$ cat src/rtl/fix2flt_pkg.sv
// fix2flt_pkg
//   Shared types and constants for the sign-magnitude fixed point (Q7.8) to
//   IEEE half-precision converter.
//   - state_t   : controller states
//   - EXP_BIAS  : half-precision exponent bias
//   - FRAC_BITS : fraction bits of the fixed-point magnitude
//   - MAG_BITS  : magnitude width (sign excluded)
//   - EXP_INIT  : biased exponent for a magnitude whose MSB is already set
package fix2flt_pkg;

    typedef enum logic [2:0] {
        S_IDLE  = 3'd0,
        S_RD_LO = 3'd1,
        S_RD_HI = 3'd2,
        S_NORM  = 3'd3,
        S_ROUND = 3'd4,
        S_WR_LO = 3'd5,
        S_WR_HI = 3'd6,
        S_DONE  = 3'd7
    } state_t;

    localparam int EXP_BIAS  = 15;
    localparam int FRAC_BITS = 8;
    localparam int MAG_BITS  = 15;

    // mag[14] carries weight 2^(14-FRAC_BITS) = 2^6, so the biased exponent
    // is 15 + 6 = 21 before any normalizing shift.
    localparam logic [4:0] EXP_INIT = 5'(EXP_BIAS + (MAG_BITS - 1) - FRAC_BITS);

endpackage

$ cat src/rtl/fix2flt_round.sv
// fix2flt_round
//   Combinational mantissa rounding for a normalized magnitude (mag[14]=1,
//   hidden bit dropped).
//   Build option: FIX2FLT_ROUND_EN
//     defined   -> round to nearest, ties to even; mantissa carry bumps exp
//     undefined -> mantissa truncated, exponent passed through unchanged
//   Ports:
//     i_mag      [13:0] magnitude bits below the hidden bit
//     i_exp      [4:0]  biased exponent after normalization
//     o_exp_mant [14:0] {exp, mant}
module fix2flt_round (
    input  logic [13:0] i_mag,
    input  logic [4:0]  i_exp,
    output logic [14:0] o_exp_mant
);

`ifdef FIX2FLT_ROUND_EN
    logic        w_inc;
    logic [10:0] w_mant_sum;

    always_comb begin
        // guard && (sticky || lsb): round up above half, or at half when odd
        w_inc      = i_mag[3] && ((|i_mag[2:0]) || i_mag[4]);
        w_mant_sum = {1'b0, i_mag[13:4]} + {10'd0, w_inc};
        if (w_mant_sum[10]) begin
            // 1.111..1 rounded up becomes 10.0: renormalize into the exponent
            o_exp_mant = {i_exp + 5'd1, 10'd0};
        end else begin
            o_exp_mant = {i_exp, w_mant_sum[9:0]};
        end
    end
`else
    logic w_unused_lsb;

    assign w_unused_lsb = ^i_mag[3:0];
    assign o_exp_mant   = {i_exp, i_mag[13:4]};
`endif

endmodule

$ cat src/rtl/fix2flt.sv
// fix2flt
//   Sequential converter: reads a 16-bit sign-magnitude Q7.8 value from data
//   memory (two bytes), normalizes one bit per cycle, rounds, writes the
//   half-precision result back as two bytes and pulses done.
//   Build option: FIX2FLT_ROUND_EN (applied in fix2flt_round).
//   Parameters:
//     SRC_ADDR  address of the input low byte (high byte at +1)
//     DST_ADDR  address of the output low byte (high byte at +1)
//   Ports:
//     clk         clock
//     reset       synchronous reset, active low
//     start       request; falling edge seen in IDLE triggers a conversion
//     done        one-cycle completion pulse
//     busy        high in every non-IDLE state
//     dm_addr     data memory address
//     dm_rd_data  data memory read data (combinational)
//     dm_wr_data  data memory write data
//     dm_wr_en    data memory write strobe
//
//   state   | meaning
//   --------+-------------------------------------------------
//   IDLE    | wait for falling edge on start
//   RD_LO   | read source low byte
//   RD_HI   | read source high byte (sign, mag[14:8]), exp=21
//   NORM    | shift left until mag[14]=1, or detect zero
//   ROUND   | register rounded {sign, exp, mant}
//   WR_LO   | write result[7:0]
//   WR_HI   | write result[15:8]
//   DONE    | pulse done
module fix2flt
    import fix2flt_pkg::*;
#(
    parameter logic [7:0] SRC_ADDR = 8'd0,
    parameter logic [7:0] DST_ADDR = 8'd2
) (
    input  logic       clk,
    input  logic       reset,
    input  logic       start,
    output logic       done,
    output logic       busy,
    output logic [7:0] dm_addr,
    input  logic [7:0] dm_rd_data,
    output logic [7:0] dm_wr_data,
    output logic       dm_wr_en
);

    state_t               r_state;
    state_t               w_next;
    logic                 r_start_q;
    logic                 r_sign;
    logic [MAG_BITS-1:0]  r_mag;
    logic [4:0]           r_exp;
    logic [15:0]          r_result;
    logic [14:0]          w_exp_mant;
    logic                 w_trigger;

    assign w_trigger = r_start_q && !start;

    fix2flt_round u_round (
        .i_mag      (r_mag[13:0]),
        .i_exp      (r_exp),
        .o_exp_mant (w_exp_mant)
    );

    always_ff @(posedge clk) begin
        if (!reset) begin
            r_state   <= S_IDLE;
            r_start_q <= 1'b0;
        end else begin
            r_state   <= w_next;
            r_start_q <= start;
        end
    end

    always_comb begin
        w_next     = r_state;
        busy       = (r_state != S_IDLE);
        done       = 1'b0;
        dm_addr    = 8'd0;
        dm_wr_data = 8'd0;
        dm_wr_en   = 1'b0;
        case (r_state)
            S_IDLE: begin
                if (w_trigger) w_next = S_RD_LO;
            end
            S_RD_LO: begin
                dm_addr = SRC_ADDR;
                w_next  = S_RD_HI;
            end
            S_RD_HI: begin
                dm_addr = SRC_ADDR + 8'd1;
                w_next  = S_NORM;
            end
            S_NORM: begin
                if (r_mag == '0)  w_next = S_WR_LO;
                else if (r_mag[14]) w_next = S_ROUND;
            end
            S_ROUND: begin
                w_next = S_WR_LO;
            end
            S_WR_LO: begin
                dm_addr    = DST_ADDR;
                dm_wr_data = r_result[7:0];
                dm_wr_en   = 1'b1;
                w_next     = S_WR_HI;
            end
            S_WR_HI: begin
                dm_addr    = DST_ADDR + 8'd1;
                dm_wr_data = r_result[15:8];
                dm_wr_en   = 1'b1;
                w_next     = S_DONE;
            end
            S_DONE: begin
                done   = 1'b1;
                w_next = S_IDLE;
            end
            default: begin
                w_next = S_IDLE;
            end
        endcase
    end

    always_ff @(posedge clk) begin
        if (!reset) begin
            r_sign   <= 1'b0;
            r_mag    <= '0;
            r_exp    <= 5'd0;
            r_result <= 16'd0;
        end else begin
            case (r_state)
                S_RD_LO: begin
                    r_mag[7:0] <= dm_rd_data;
                end
                S_RD_HI: begin
                    r_sign      <= dm_rd_data[7];
                    r_mag[14:8] <= dm_rd_data[6:0];
                    r_exp       <= EXP_INIT;
                end
                S_NORM: begin
                    if (r_mag == '0) begin
                        r_result <= {r_sign, 15'd0};
                    end else if (!r_mag[14]) begin
                        r_mag <= r_mag << 1;
                        r_exp <= r_exp - 5'd1;
                    end
                end
                S_ROUND: begin
                    r_result <= {r_sign, w_exp_mant};
                end
                default: begin
                end
            endcase
        end
    end

endmodule

$ cat config.mk
export PLATFORM = sky130hd
export DESIGN_NAME = fix2flt
export DESIGN_NICKNAME = d
export VERILOG_FILES = /design/src/rtl/fix2flt_pkg.sv /design/src/rtl/fix2flt_round.sv /design/src/rtl/fix2flt.sv
export SDC_FILE = /design/constraint.sdc
export NUM_CORES = 1
export LEC_CHECK = 0
export CAP_MARGIN = 25
export CORE_MARGIN = 4
export CORE_UTILIZATION = 40
export DETAILED_ROUTE_END_ITERATION = 6
export PLACE_DENSITY = 0.62
export SETUP_SLACK_MARGIN = 0.3
export SLEW_MARGIN = 25
export SYNTH_ARGS = -nofsm -noshare
export SYNTH_HDL_FRONTEND = slang
export SYNTH_SLANG_ARGS = --single-unit
$ cat constraint.sdc
create_clock -name clk -period 4.28 [get_ports clk]
set_clock_uncertainty 0.05 [all_clocks]
set_input_delay 0.856 -clock clk [delete_from_list [all_inputs] [get_ports clk]]
set_output_delay 0.856 -clock clk [all_outputs]
set_load 0.02 [all_outputs]
==> results.sh <==
export IMPL_setup_slack_ns=0.938
export IMPL_finalCriticalPeriod_ns=3.34
export IMPL_crit_type="register to primary output"
export IMPL_gr_total_overflow=0
export IMPL_synth_cell_type_count=45
export IMPL_arrival_ns=2.44
export IMPL_die_area_mm2=0.00623
export IMPL_p_leak_uw=0.000916
export IMPL_track_usage_pct=15.7
export IMPL_gp_congestion=0.826
export IMPL_port_buffers=23
export IMPL_dpl_instance_area_mm2=0.00222
export IMPL_synth_cells=216
export IMPL_multi_input_area_mm2=0.00105
export IMPL_cts_setup_buffers=0
export IMPL_cts_tree="yes"
export IMPL_syn_avg_cell_area_um2=9.31
export IMPL_cts_root_buf="clkbuf_8"
export IMPL_cap_viol_max_count=0
export IMPL_setup_tns_ns=0
export IMPL_clock_sinks=41
export IMPL_routed_via_count=1630
export IMPL_drv_slew=0
export IMPL_numCtsBuffers=5
export IMPL_ys_ff_latch=41
export IMPL_insertion_delay_ns=0.29
export IMPL_power_density_mw_per_mm2=347
export IMPL_grt_pass1_wl_mm=7.81
export IMPL_yosys_area_top_type="dfxtp_1"
export IMPL_wl_per_cell_um=15.6
export IMPL_worst_slew_pin_slew_ns=0.956
export IMPL_antenna_found_initial=0
export IMPL_critPathMaxFanout=11
export IMPL_fin_nets=243
export IMPL_cp_cell_sequence="nor2b_1 -> a22oi_1 -> nor2b_1 -> clkdlybuf4s50_1"
export IMPL_slowest_stage="nor2b_1"
export IMPL_rsz0062_at_grt="false"
export IMPL_n_antenna_cell=0
export IMPL_routed_wl_mm=4.67
export IMPL_synth_top_area_share_pct=40.8
export IMPL_vdd_drop_max_mv=0.155
export IMPL_relSlewSlack_pct=36.0
export IMPL_stdcell_count=299
export IMPL_setup_viol=0
export IMPL_initial_core_util_pct=42.0
export IMPL_grt_max_degree=27
export IMPL_n_fill_cell=457
export IMPL_ant_nets=0
export IMPL_clockBufferDepth=2
export IMPL_max_stage_delay_ns=0.69
export IMPL_postCtsHoldBufs=0
export IMPL_power_uw=818
export IMPL_status="finished clean"
export IMPL_gr_max_usage_layer="met1"
export IMPL_drt_iter0_drc=161
export IMPL_cts_resized=0
export IMPL_max_freq_mhz=299
export IMPL_chipWidth_um=78.9
export IMPL_drive_gt1_share_pct=8.62
export IMPL_fp_coreArea_mm2=0.00479
export IMPL_area_delta_synth_final_pct=17.1
export IMPL_synth_warnings=0
export IMPL_design_area_mm2=0.00236
export IMPL_die_h_um=78.9
export IMPL_drc=0
export IMPL_cp_start_kind="register"
export IMPL_via_per_inst=5.45
export IMPL_post_route_period_util_pct=78.1
export IMPL_clk_pin_slew_worst_paths_ns=0.08
export IMPL_final_cell_mix="dfxtp_1, nand2_1, clkdlybuf4s50_1"
export IMPL_seqCellArea_um2=821
export IMPL_dp_cells=291
export IMPL_hold_violations=0
export IMPL_grtUsageMet2_pct=23.3
export IMPL_hp_class="register to register"
export IMPL_met3_usage_pct=2.38
export IMPL_dpl_hpwl_mm=3.30
export IMPL_row_count=25
export IMPL_ioPinCount=30
export IMPL_grt_pass1_vias=1521
export IMPL_cp_end_kind="primary output"
export IMPL_ys_top_cells_by_area="dfxtp_1, a22o_1, a22oi_1"
export IMPL_syn_area_mm2=0.00201
export IMPL_layout_commonest_cell="dfxtp_1"
export IMPL_cts_max_level=2
export IMPL_ys_seq_area_share_pct=40.8
export IMPL_dp_slack_ns=1.26
export IMPL_firstDrtPassIters=4
export IMPL_critPathMostFrequentCell="nor2b_1"
export IMPL_grtUsageMet1_pct=23.5
export IMPL_cp_data_required_time_ns=3.37
cell usage after synthesis (all sizes together):
library cell  count
o211a             2
a21o              2
a311o             1
a22o             22
o21ai             3
dfxtp            41
nand3b            1
a21oi             4
o32ai             1
and2              2
a22oi            15
nor2             11
o22ai             1
o21a              1
a311oi            1
mux2i             9
nor2b             9
conb              1
o31a              1
nand2            25
ha                1
or3               3
nand3             2
nor4bb            1
nand4             2
nand2b            2
a211oi           13
nor4              4
and3              4
inv               5
buf              19
o311a             1
a31oi             1
nor3b             1
clkbuf            4
final cells by class:
type                       instances  area share, %
multi-input combinational        152           44.4
tap                               67           3.56
clock inverter                     3           2.76
sequential                        41           34.8
timing repair buffer              26           10.7
inverter                           5          0.797
clock buffer                       5           2.92
state kept, by name, summed over array words and instances (netlist names):
| signal | flops |
|---|---|
| r_result | 16 |
| r_mag | 15 |
| r_exp | 5 |
| r_state | 3 |
| r_sign | 1 |
| r_start_q | 1 |
worst paths after layout:
check,depth (start not counted),endpoint,from,slack [ns]
worst max-delay path,4,dm_wr_data[7],r_state[1],0.94
worst min-delay path,2,r_sign,r_sign,0.43
worst max register to register,5,r_mag[1],r_mag[7],1.89
worst min register to register,2,r_sign,r_sign,0.43
metal layers:
metal | up-vias | part of all wire [%]
met5 | - | 0
met3 | 2 | 5.4
li1 | 822 | -
met2 | 50 | 45
met4 | 0 | 0.32
met1 | 756 | 49
worst max-delay path, delay by kind of cell, from the launching register on:
kind | cells | cell delay (ns)
DFF | 1 | 0.50
AOI/OAI and AO/OA | 1 | 0.20
and+or+nand+nor | 2 | 0.83
buffers and inverters | 1 | 0.61
through the flow:
stage / util (%) / hold WS [ns]
final: 49.2 / 0.431
after global routing: 49.2 / 0.457
after floorplan: - / 0.385
after CTS: 49.2 / 0.431
after detailed placement: 46.4 / 0.418
after global placement: 46.4 / 0.415
where the power goes:
part / switching, uW / internal (uW) / total [uW] / leakage (uW)
logic: 38.7 / 24.8 / 63.6 / 0.000517
clock network: 133 / 232 / 365 / 0.0000681
registers: 4.85 / 385 / 390 / 0.000331
total: 177 / 641 / 818 / 0.000916
cells by family (layout without fill, tap and decap cells):
group | after synthesis | in the layout | synth area share (%)
and+or+nand+nor | 67 | 67 | 17.0
other | 1 | 6 | 0.186
adders and majority gates | 1 | 1 | 0.622
AOI/OAI and AO/OA | 69 | 69 | 28.4
buffers and inverters | 28 | 39 | 8.46
DFF | 41 | 41 | 40.8
muxes | 9 | 9 | 4.48
(Power assumes the default switching activity.)
